## src/rtl/pattern_stream_writer.sv

```systemverilog
//----------------------------------------------------------------------------
// Module  : pattern_stream_writer
// Brief   : Fills a DEPTH-entry bit memory with an LFSR or repeated-pattern
//           stream and keeps a non-overlapping reference match count.
//           Optional macro FORCE_PATTERN_EN seeds LFSR fills with PATTERN.
// Rev     : 1.0
//----------------------------------------------------------------------------
`default_nettype none
`timescale 1ns/1ps

module pattern_stream_writer #(
    parameter int                     PATTERN_LEN = 4,
    parameter logic [PATTERN_LEN-1:0] PATTERN     = 4'b1011,
    parameter int                     DEPTH       = 16,
    parameter int                     ADDR_W      = 4
) (
    input  logic              clock_100Mhz,
    input  logic              reset,
    input  logic              start,
    input  logic              mode,
    input  logic [7:0]        seed,
    output logic              wea,
    output logic [ADDR_W-1:0] addra,
    output logic              dina,
    output logic              busy,
    output logic              done,
    output logic [7:0]        expected_count
);

    localparam int         c_CNT_W = ADDR_W + 1;
    localparam logic [7:0] c_PAT8  = 8'(PATTERN);
    localparam logic [2:0] c_LAST  = 3'(PATTERN_LEN - 1);
    localparam logic [3:0] c_GAPMX = 4'(PATTERN_LEN);

    typedef enum logic [1:0] {
        S_IDLE  = 2'd0,
        S_WRITE = 2'd1,
        S_DONE  = 2'd2
    } state_t;

    state_t                   r_state;
    state_t                   w_state_nx;
    logic [7:0]               r_lfsr;
    logic [2:0]               r_idx;
    logic                     r_mode;
    logic [c_CNT_W-1:0]       r_addr;
    logic [PATTERN_LEN-1:0]   r_window;
    logic [3:0]               r_gap;
    logic [7:0]               r_acc;

    logic                     w_write;
    logic                     w_done_nx;
    logic                     w_exp_ld;
    logic                     w_idle;
    logic [7:0]               w_src_lfsr;
    logic [2:0]               w_src_idx;
    logic                     w_src_mode;
    logic [c_CNT_W-1:0]       w_src_addr;
    logic [PATTERN_LEN-1:0]   w_src_window;
    logic [3:0]               w_src_gap;
    logic [7:0]               w_src_acc;
    logic                     w_bit;
    logic [7:0]               w_lfsr_nx;
    logic [2:0]               w_idx_nx;
    logic [PATTERN_LEN-1:0]   w_window_nx;
    logic                     w_match;
    logic [3:0]               w_gap_nx;
    logic [7:0]               w_acc_nx;

    // The first write is prepared on the start edge, so the stream sources
    // come from the inputs in IDLE and from the running state afterwards.
    assign w_idle       = (r_state == S_IDLE);
    assign w_src_lfsr   = w_idle ? ((seed == 8'h00) ? 8'h01 : seed) : r_lfsr;
    assign w_src_idx    = w_idle ? 3'd0 : r_idx;
    assign w_src_mode   = w_idle ? mode : r_mode;
    assign w_src_addr   = w_idle ? '0 : r_addr;
    assign w_src_window = w_idle ? '0 : r_window;
    assign w_src_gap    = w_idle ? 4'd0 : r_gap;
    assign w_src_acc    = w_idle ? 8'd0 : r_acc;

`ifdef FORCE_PATTERN_EN
    logic       w_in_prefix;
    logic [2:0] w_force_sel;
    assign w_in_prefix = (w_src_addr < c_CNT_W'(PATTERN_LEN));
    assign w_force_sel = c_LAST - w_src_addr[2:0];
    assign w_bit = w_src_mode  ? c_PAT8[c_LAST - w_src_idx] :
                   w_in_prefix ? c_PAT8[w_force_sel] : w_src_lfsr[7];
`else
    assign w_bit = w_src_mode ? c_PAT8[c_LAST - w_src_idx] : w_src_lfsr[7];
`endif

    assign w_lfsr_nx   = {w_src_lfsr[6:0],
                          w_src_lfsr[7] ^ w_src_lfsr[5] ^ w_src_lfsr[4] ^ w_src_lfsr[3]};
    assign w_idx_nx    = (w_src_idx == c_LAST) ? 3'd0 : w_src_idx + 3'd1;
    assign w_window_nx = {w_src_window[PATTERN_LEN-2:0], w_bit};

    // Non-overlapping: a match needs a full pattern length since the last one.
    assign w_match  = (w_window_nx == PATTERN) &&
                      (({1'b0, w_src_gap} + 5'd1) >= 5'(PATTERN_LEN));
    assign w_gap_nx = w_match ? 4'd0 :
                      (w_src_gap >= c_GAPMX) ? c_GAPMX : w_src_gap + 4'd1;
    assign w_acc_nx = (w_match && (w_src_acc != 8'hFF)) ? w_src_acc + 8'd1 : w_src_acc;

    always_comb begin
        w_state_nx = r_state;
        w_write    = 1'b0;
        w_done_nx  = 1'b0;
        w_exp_ld   = 1'b0;
        case (r_state)
            S_IDLE: begin
                if (start) begin
                    w_write    = 1'b1;
                    w_state_nx = S_WRITE;
                end
            end
            S_WRITE: begin
                if (r_addr == c_CNT_W'(DEPTH)) begin
                    w_state_nx = S_DONE;
                    w_done_nx  = 1'b1;
                    w_exp_ld   = 1'b1;
                end else begin
                    w_write = 1'b1;
                end
            end
            S_DONE:  w_state_nx = S_IDLE;
            default: w_state_nx = S_IDLE;
        endcase
    end

    always_ff @(posedge clock_100Mhz or posedge reset) begin
        if (reset) begin
            r_state        <= S_IDLE;
            r_lfsr         <= 8'h01;
            r_idx          <= 3'd0;
            r_mode         <= 1'b0;
            r_addr         <= '0;
            r_window       <= '0;
            r_gap          <= 4'd0;
            r_acc          <= 8'd0;
            wea            <= 1'b0;
            addra          <= '0;
            dina           <= 1'b0;
            busy           <= 1'b0;
            done           <= 1'b0;
            expected_count <= 8'd0;
        end else begin
            r_state <= w_state_nx;
            wea     <= w_write;
            busy    <= w_write;
            done    <= w_done_nx;
            if (w_exp_ld) begin
                expected_count <= r_acc;
            end
            if (w_write) begin
                addra    <= w_src_addr[ADDR_W-1:0];
                dina     <= w_bit;
                r_addr   <= w_src_addr + c_CNT_W'(1);
                r_lfsr   <= w_lfsr_nx;
                r_idx    <= w_idx_nx;
                r_mode   <= w_src_mode;
                r_window <= w_window_nx;
                r_gap    <= w_gap_nx;
                r_acc    <= w_acc_nx;
            end
        end
    end

endmodule

`default_nettype wire

```

## config.mk

```make
export PLATFORM = sky130hd
export DESIGN_NAME = pattern_stream_writer
export DESIGN_NICKNAME = d
export VERILOG_FILES = /design/src/rtl/pattern_stream_writer.sv
export SDC_FILE = /design/constraint.sdc
export NUM_CORES = 1
export LEC_CHECK = 0
export CAP_MARGIN = 20
export CORE_AREA = 2 2 63 77
export DETAILED_ROUTE_END_ITERATION = 8
export DIE_AREA = 0 0 65 79
export GPL_TIMING_DRIVEN = 0
export MAX_ROUTING_LAYER = met4
export PLACE_DENSITY = 0.77
export SLEW_MARGIN = 30
export SYNTH_ARGS = -nofsm -noshare
export SYNTH_HDL_FRONTEND = slang
export SYNTH_SLANG_ARGS = --single-unit
```

## constraint.sdc

```tcl
create_clock -name clock_100Mhz -period 6.1 [get_ports clock_100Mhz]
set_input_delay 1.525 -clock clock_100Mhz [delete_from_list [all_inputs] [get_ports clock_100Mhz]]
set_output_delay 1.525 -clock clock_100Mhz [all_outputs]
set_load 0.02 [all_outputs]
```

==> metrics.md, run 1 <==
| Metric | Value |
|---|---|
| Buf+Inv Stages, Crit Path | 1 |
| Type of the worst min-delay path | register to register |
| Fin. max-slew vios | 0 |
| Synth unique cells | 48 |
| Highest Clock Rate | approximately 320 MHz |
| GPL Wtd Cong | roughly 0.8 |
| Worst-path clk slew | ~90 ps |
| WS Path Type | input pin to register |
| Number of antenna violations at the first check in global routing | 0 |
| Fillers | 375 |
| Dpl hpwl | between 3 and 4 mm |
| Post-route ant nets | 0 |
| Setup TNS | 0 ps |
| Number of CTS-inserted buffers | 5 |
| Fin crit share | 51.28% |
| Port bufs | 27 |
| First-pass GRT wire length | 8.038 mm |
| Vias | 1,775 |
| Worst setup EP type | register |
| Post-synthesis sequential area ratio | 51.20% |
| Core Rows | 27 |
| Startpoint types | input pin |
| Hold Fails Final Rpt | 0 |
| Gr ovfl total | 0 |
| Final Skew | between 9 and 10 ps |
| Worst vdd rail ir drop | 0.2617 mV |
| DR vias/cell | 5.478 |
| Die Y | 79 um |
| Share of cells above drive strength 1 | 10.90% |
| Top Ports | 28 |
| GR Util All Layers | roughly a fifth |
| Die area | between 5000 and 6000 um2 |
| Number of post-CTS setup repair buffers | 0 |
| WL/cell | about 14 um |
| Multiplexer share of the synthesized area | 5.115% |
| First-iteration detailed-routing DRC count | 218 |
| Power Total | 1.463 mW |
| Post-route minimum period | 3128 ps |
| Syn_area_per_cell | 10.17 um2 |
| Max FO, Critical Path | 8 |
| Asr flop ratio synth | 100.0% |
| DR DRC count | 0 |
| Commonest non-fill, non-tap cell in the layout | dfrtp_1 |
| Syn_nets | ~250 |
| Commonest non-fill, non-tap cells in the layout | dfrtp_1 (47), nand2_1 (36), clkdlybuf4s50_1 (27) |
| Synth Flop Type | dfrtp_1 |
| Pin count of the biggest net entering global routing | 49 |
| Synth-to-Final Area Change | 21.47% |
| Largest delay share family, worst path | simple AND/OR/NAND/NOR gates |
| Arrival time at the worst endpoint | 3360 ps |
| # nets final | 281 |
| Post-synthesis compound-gate area fraction | 14.65% |
| Req. time, crit path | 6330 ps |
| Clk sinks | 48 |
| Cells after Synth | 231 |
| Xor and xnor area share after synthesis | 3.356% |
| Slowest-stage cell, CP | clkdlybuf4s50_1 |
| RSZ-0062 raised after global routing | false |
| Diodes inserted | 0 |
| Ys Warns | 0 |
| Main combinational cell family by area after synthesis | simple AND/OR/NAND/NOR gates |
| Seq cells post-synth | 48 |
| Post-Synth Simple-Gate Area | 20.14% |
| Adder-cell share of the synthesized area | 2.131% |
| Die Wd | 65 um |
| Core area | 4425 um2 |
| Vias in the first global route | about 1,700 |
| Slew @ Worst Pin | 582.1 ps |
| Longest Clk Path Bufs | 2 |
| Clk root buf | clkbuf_8 |
| CTS H-tree lvls | 2 |
| Leak | 1.274 nW |
| Hold_buf cts | 0 |
| Final setup vio count | 0 |
| First drt pass iteration count | 4 |
| Syn Std Cell Area | 2349 um2 |
| Clock latency on the worst-skew pair | 300 ps |
| Pwr dens | roughly 500 nW/um2 |
| Worst-path cell chain | clkdlybuf4s50_1 -> or3b_4 -> a221oi_4 -> o211ai_4 -> nor4_2 -> mux2i_1 |
| Final WL | 4.601 mm |
| TritonCTS clock tree | done |
| Number of synthesized flops with an enable pin | 0 |
| Outcome | completed |
| Initial Util | 53.07% |
| CP peak stage delay | 470 ps |
| Post-CTS sizing | 0 |
| Total of max-cap violations | 0 |
| Slew margin rel. | 61.20% |
cell families (layout without fill, tap and decap cells):
family	Yosys count	in the layout
AO/OA/AOI/OAI	48	48
XOR/XNOR	9	9
adder cells (fa/ha/maj)	4	4
buffers and inverters	17	52
flip-flops	48	48
multiplexers	11	11
AND/OR/NAND/NOR	94	94
worst register-to-register path, stage by stage, from the launching register on:
cell and delay (ps):
dfrtp_1 410, or2_1 230, buf_2 170, clkbuf_1 270, clkbuf_1 300, and2_1 230, ha_1 200, and3_1 200
and3_1 170, clkbuf_1 190, nor4_2 330, mux2i_1 210
Yosys cell counts (4+ instances only):
| master | instances | area, um2 |
|---|---|---|
| dfrtp_1 | 47 | 1176 |
| nand2_1 | 36 | 135.1 |
| nor2_1 | 17 | 63.81 |
| o21ai_0 | 17 | 85.08 |
| mux2_2 | 8 | 90.09 |
| xnor2_1 | 7 | 61.31 |
| a21oi_1 | 6 | 30.03 |
| a31oi_1 | 6 | 37.54 |
| and2_1 | 6 | 37.54 |
| and3_1 | 6 | 37.54 |
| nand3_1 | 6 | 30.03 |
| a22o_1 | 5 | 43.79 |
| clkbuf_1 | 5 | 18.77 |
| buf_2 | 4 | 20.02 |
| ha_1 | 4 | 50.05 |
| nor3_1 | 4 | 20.02 |
metrics by stage:
stage | setup WS (ps) | area (um2) | hold WS [ps] | utilization, % | instances
floorplan | 3257 | 2349 | 449.7 | - | 231
finish | 2972 | 2853 | 483.6 | 64.46 | 324
detailed placement | 2649 | 2694 | 480.0 | 60.87 | 316
global route | 2856 | 2853 | 517.0 | 64.46 | 324
global placement | 2523 | 2691 | 468.3 | 60.81 | 316
CTS | 2967 | 2853 | 492.4 | 64.46 | 324
final timing paths:
path,endpoint,start,cells past startpoint,slack (ps)
max in group asynchronous,r_idx[2],reset,2,4060
setup reg to reg,r_acc[6],r_state[0],11,3120
setup / recovery,r_acc[6],mode,6,2970
hold reg to reg,r_lfsr[0],r_lfsr[0],2,480
hold / removal,r_lfsr[0],r_lfsr[0],2,480
min in group asynchronous,r_acc[6],reset,2,1640
power by group:
part	internal (mW)	total, mW	switching [mW]	leakage (nW)
Combinational	0.281	0.627	0.346	0.591
Clock	0.205	0.312	0.108	0.0784
Sequential	0.437	0.523	0.0864	0.605
state kept, by name, indices dropped and copies added (netlist names):
name / flops
addra: 4
busy: 1
done: 1
expected_count: 8
r_acc: 8
r_addr: 5
r_gap: 4
r_idx: 3
r_lfsr: 8
r_mode: 1
r_state: 2
r_window: 3
routing by layer:
| metal | part of all wire, % | track usage [%] | up-vias |
|---|---|---|---|
| met4 | 1.5 | 7.660 | 0 |
| li1 | - | - | 881 |
| met2 | 49 | 32.78 | 29 |
| met3 | 3.6 | 2.125 | 6 |
| met5 | 0 | - | - |
| met1 | 46 | 27.44 | 859 |
layout make-up:
type                    count  area (um2)  share of cell area, %
flip-flops and latches     48        1202                  42.15
multi-input cells         166        1066                  37.37
repair buffers             27       270.3                  9.474
clock inverters             3       90.09                  3.158
well taps                  58       72.57                  2.544
clock buffers               5       68.82                  2.412
plain buffers              13       65.06                  2.281
inverters                   4       17.52                 0.6140
No activity file was read; power rests on OpenSTA's default activity.
==> run 2: changes to the inputs <==
- clock period: 6.1 -> 3.01 ns (I/O delays scaled with it)
==> metrics.md, run 2 (same netlist as run 1, synthesis figures left out) <==
| Metric | Value |
|---|---|
| Hold path startpoint | r_lfsr[0] |
| Diodes inserted | 0 (unchanged) |
| GPL Wtd Cong | 0.8180 (unchanged) |
| Die area | 5135 um2 (unchanged) |
| Core area | 4425 um2 (unchanged) |
| Post-route minimum period | around 2800 ps |
| Synth-to-Final Area Change | 21.58% (about the same) |
| # nets final | 281 (unchanged) |
| Commonest non-fill, non-tap cell in the layout | dfrtp_1 |
| Type of the worst min-delay path | register to register |
| Die Y | 79 um (unchanged) |
| Multi-input gate area | 1066 um2 (unchanged) |
| Clk network pwr share | 21.3% (about the same) |
| Worst-path clk slew | 90 ps (about the same) |
| Top Ports | 28 (unchanged) |
| First-pass GRT wire length | 8.038 mm (unchanged) |
| Clk root buf | clkbuf_8 |
| Number of post-CTS setup repair buffers | 0 (unchanged) |
| Longest Clk Path Bufs | 2 (unchanged) |
| Fin crit share | 93.14% |
| DR vias/cell | 5.503 (+0.45%) |
| Highest Clock Rate | 356.7 MHz |
| Worst setup path endpoint | r_acc[6] |
| Setup TNS | 0 ps (unchanged) |
| Initial Util | 53.07% (unchanged) |
| Dpl hpwl | 3.202 mm (unchanged) |
| Vias in the first global route | 1,731 (unchanged) |
| Core Util, Final | 64.52% (about the same) |
| Seq pwr share | 35.8% (about the same) |
| Port bufs | 27 (unchanged) |
| WL/cell | 14.14 um (-0.41%) |
| Hold Fails Final Rpt | 0 (unchanged) |
| Startpoint types | register |
| Number of antenna violations at the first check in global routing | 0 (unchanged) |
| RSZ-0062 raised after global routing | false |
| Slew margin rel. | 61.33% (+0.14 points) |
| GR Util All Layers | 20.59% (unchanged) |
| Clk sinks | 48 (unchanged) |
| Core Rows | 27 (unchanged) |
| Post-route ant nets | 0 (unchanged) |
| Final setup vio count | 0 (unchanged) |
| Cell Int Power | 1.873 mW (+100%) |
| Final Skew | 9.790 ps (+0.03852 ps) |
| First drt pass iteration count | 4 (unchanged) |
| Worst vdd rail ir drop | 0.5309 mV (+100%) |
| Reg2reg end | r_acc[6] |
| Leak | 1.278 nW (+0.31%) |
| Pin count of the biggest net entering global routing | 49 (unchanged) |
| Number of CTS-inserted buffers | 5 (unchanged) |
| Switching part of the total | 36.81% (-0.12 points) |
| RR Startpoint | r_state[0] |
| Reg2reg setup slack | 210 ps (-2910 ps) |
| Worst setup EP type | register |
| Logic gate share of total power | 42.9% (about the same) |
| Fin. max-slew vios | 0 (unchanged) |
| Final WL | 4.582 mm (-0.41%) |
| Hold_buf cts | 0 (unchanged) |
| Psw | 1.091 mW (+100%) |
| TritonCTS clock tree | done |
| Slew @ Worst Pin | 580.0 ps (-2.086 ps) |
| Total of max-cap violations | 0 (unchanged) |
| CP startpoint | r_state[0] |
| Pwr dens | 1038 nW/um2 (+100%) |
| Largest registers | expected_count (8), r_acc (8), r_lfsr (8) |
| CTS H-tree lvls | 2 (unchanged) |
| Gr ovfl total | 0 (unchanged) |
| First-iteration detailed-routing DRC count | 195 (-11%) |
| Share of cells above drive strength 1 | 11.65% (+0.75 points) |
| Seq. cell area | 1202 um2 (unchanged) |
| Die Wd | 65 um (unchanged) |
| Max FO, Critical Path | 10 (+2) |
| WS Path Type | register to register |
| Outcome | completed |
| Commonest non-fill, non-tap cells in the layout | dfrtp_1 (47), nand2_1 (36), clkdlybuf4s50_1 (27) |
| Vias | 1,783 (+0.45%) |
| Arrival time at the worst endpoint | 3040 ps (-320 ps) |
| Post-CTS sizing | 0 (unchanged) |
| DR DRC count | 0 (unchanged) |
| Req. time, crit path | 3240 ps (-3090 ps) |
| Fillers | 375 (unchanged) |
| Clock latency on the worst-skew pair | 300 ps (about the same) |
| R2R depth | 11 (unchanged) |
## run 2: how the worst min path moves through the flow
stage	to	slack [ps]	cells past startpoint
final	r_lfsr[0]	480	2
after global routing	addra[3]	520	1
after CTS	r_lfsr[0]	490	2
after detailed placement	r_lfsr[1]	480	2
after global placement	r_lfsr[1]	470	2
after floorplan	r_lfsr[1]	450	2
## run 2: layer usage
metal  routed length, um  global-route usage (%)  vias up  share of wire (%)
met5                   0                       -        -                  0
met4                  77                   7.660        0                1.7
met3                 143                   2.125        6                3.1
met2                2205                   32.78       31                 48
met1                2156                   27.44      864                 47
li1                    -                       -      882                  -
## run 2: area by class of cell
cell class	count	share of cell area (%)
flip-flops and latches	48	42.11
well taps	58	2.542
clock inverters	3	3.155
plain buffers	13	2.366
repair buffers	27	9.465
inverters	4	0.6135
multi-input cells	166	37.34
clock buffers	5	2.410
## run 2: power groups by stage
stage,registers [mW],logic (mW),clock network (mW)
floorplan,1.10,0.872,0
global placement,1.06,1.23,0
detailed placement,1.07,1.27,0
CTS,1.06,1.28,0.645
global route,1.09,1.43,0.665
finish,1.06,1.27,0.632
## run 2: metrics by stage
stage                     setup WS (ps)  area (um2)  total power [mW]  cells  hold WS, ps
final                             206.4        2855             2.964    324        483.6
after detailed placement          78.71        2694             2.338    316        480.0
after global placement            92.80        2691             2.294    316        468.3
after global routing              17.31        2855             3.191    324        517.0
after CTS                         49.39        2853             2.982    324        492.4
after floorplan                   475.9        2349             1.967    231        449.7
## run 2: worst max-delay path, cell delays in order (launching register included)
cell,delay [ps]
dfrtp_1,410
or2_1,230
buf_2,170
clkbuf_2,220
buf_2,230
and2_1,170
ha_1,200
and3_1,190
and3_1,170
clkbuf_1,190
nor4_2,330
mux2i_1,210
==> run 3: changes to the inputs <==
- GPL_TIMING_DRIVEN: 0 -> unset
- clock period: 3.01 -> 3.27 ns (I/O delays scaled with it)
==> metrics.md, run 3 (same netlist as run 1, synthesis figures left out) <==
| Metric | Value |
|---|---|
| Outcome | completed |
| RSZ-0062 raised after global routing | false |
| RR Startpoint | r_state[0] |
| Port bufs | 27 (unchanged) |
| # nets final | 273 (-2.8%) |
| Post-CTS sizing | 0 (unchanged) |
| Commonest non-fill, non-tap cell in the layout | dfrtp_1 |
| Commonest non-fill, non-tap cells in the layout | dfrtp_1 (47), nand2_1 (36), clkdlybuf4s50_1 (27) |
| First-pass GRT wire length | 7.838 mm (-2.5%) |
| DR DRC count | 0 (unchanged) |
| Hold depth | 2 (unchanged) |
| Highest Clock Rate | 403.6 MHz (+13%) |
| Reg2reg end | r_acc[6] |
| Longest Clk Path Bufs | 2 (unchanged) |
| Diodes inserted | 0 (unchanged) |
| Startpoint types | register |
| CTS H-tree lvls | 2 (unchanged) |
| Core area | 4425 um2 (unchanged) |
| Final Skew | 15.02 ps (+5.227 ps) |
| Non-filler cells, final | 316 (-2.5%) |
| Max FO, Critical Path | 12 (+2) |
| Die area | 5135 um2 (unchanged) |
| Leak | 1.243 nW (-2.7%) |
| Clk root buf | clkbuf_8 |
| Worst vdd rail ir drop | 0.4317 mV (-19%) |
| Pre-CTS WS | 499.0 ps (+420.3 ps) |
| Setup TNS | 0 ps (unchanged) |
| Hold_buf cts | 0 (unchanged) |
| Hold path startpoint | r_lfsr[0] |
| Largest registers | expected_count (8), r_acc (8), r_lfsr (8) |
| Gr ovfl total | 0 (unchanged) |
| Clk sinks | 48 (unchanged) |
| Post-route minimum period | 2478 ps (-326.1 ps) |
| Fin crit share | 75.76% (-17 points) |
| Final setup vio count | 0 (unchanged) |
| Arrival time at the worst endpoint | 2710 ps (-330 ps) |
| Hold Fails Final Rpt | 0 (unchanged) |
| Dpl hpwl | 3.085 mm (-3.6%) |
| Min Hold Slack | 480.6 ps (-3.019 ps) |
| Total of max-cap violations | 0 (unchanged) |
| WL/cell | 14.47 um (+2.3%) |
| Req. time, crit path | 3500 ps (+260 ps) |
| Slew @ Worst Pin | 597.7 ps (+17.76 ps) |
| Number of antenna violations at the first check in global routing | 0 (unchanged) |
| Slew margin rel. | 60.15% (-1.2 points) |
| Initial Util | 53.07% (unchanged) |
| Number of CTS-inserted buffers | 5 (unchanged) |
| Worst-path clk slew | 90 ps (about the same) |
| Reg2reg setup slack | 790 ps (+590 ps) |
| GPL Wtd Cong | 0.8138 (-0.51%) |
| Worst setup EP type | register |
| Final WL | 4.573 mm (-0.20%) |
| Post-route ant nets | 0 (unchanged) |
| Pwr dens | 916.5 nW/um2 (-12%) |
| Clock latency on the worst-skew pair | 310 ps (about the same) |
| WS Path Type | register to register |
| Vias | 1,775 (-0.45%) |
| Pin count of the biggest net entering global routing | 49 (unchanged) |
| DR vias/cell | 5.617 (+2.1%) |
| TritonCTS clock tree | done |
| First-iteration detailed-routing DRC count | 101 (-48%) |
| Share of cells above drive strength 1 | 10.85% (-0.80 points) |
| Fin. max-slew vios | 0 (unchanged) |
| First drt pass iteration count | 4 (unchanged) |
| Number of post-CTS setup repair buffers | 0 (unchanged) |
| Core Rows | 27 (unchanged) |
| Die Wd | 65 um (unchanged) |
| Vias in the first global route | 1,707 (-1.4%) |
| Type of the worst min-delay path | register to register |
| R2R depth | 7 (-4) |
| GR Util All Layers | 20.52% (-0.073 points) |
| Die Y | 79 um (unchanged) |
| CP startpoint | r_state[0] |
| Setup slack after layout | 792.5 ps (+586.1 ps) |
| Hold Path End | r_lfsr[0] |
| Cell count after placement | 308 (-2.5%) |
| Synth-to-Final Area Change | 18.59% |
| Top Ports | 28 (unchanged) |
-- run 3: metrics by stage --
step	power [mW]	area [um2]	utilization (%)
3_5_place_dp	2.113	2664	60.19
3_3_place_gp	2.082	2664	60.19
2_1_floorplan	1.811	2349	-
5_1_grt	2.771	2785	62.93
6_report	2.553	2785	62.93
4_1_cts	2.571	2785	62.93
-- run 3: power by group --
part	internal (mW)	total (mW)	leakage (nW)	switching, mW
Combinational	0.516	1.11	0.577	0.593
Clock	0.250	0.451	0.0614	0.201
Sequential	0.814	0.993	0.605	0.178
-- run 3: critical path, cell delays in order (launching register included) --
cell and delay, ps:
dfrtp_1 500, or2_1 420, and2_1 230, ha_1 210
and3_1 200, and3_1 290, nor4_2 320, mux2i_1 230
-- run 3: worst max-delay path by stage --
stage / endpoint / slack, ps / cells past startpoint
CTS: r_acc[6] / 800 / 7
global placement: r_acc[6] / 570 / 6
finish: r_acc[6] / 790 / 7
detailed placement: r_acc[6] / 500 / 6
global route: r_acc[6] / 640 / 7
floorplan: r_acc[6] / 740 / 11
-- run 3: layout make-up --
class / instances / area, um2
inverter: 4 / 15.01
timing repair buffer: 32 / 307.8
clock inverter: 2 / 38.79
clock buffer: 6 / 82.58
tap: 58 / 72.57
multi-input combinational: 166 / 1066
sequential: 48 / 1202
fill: 378 / 1640
-- run 3: metal layers --
metal  global-route usage, %  wire length, um  vias to the layer above
li1                        -                -                      862
met1                   24.72             2040                      870
met2                   33.20             2277                       36
met3                   4.108              158                        7
met4                   9.574               97                        0
met5                       -                0                        -
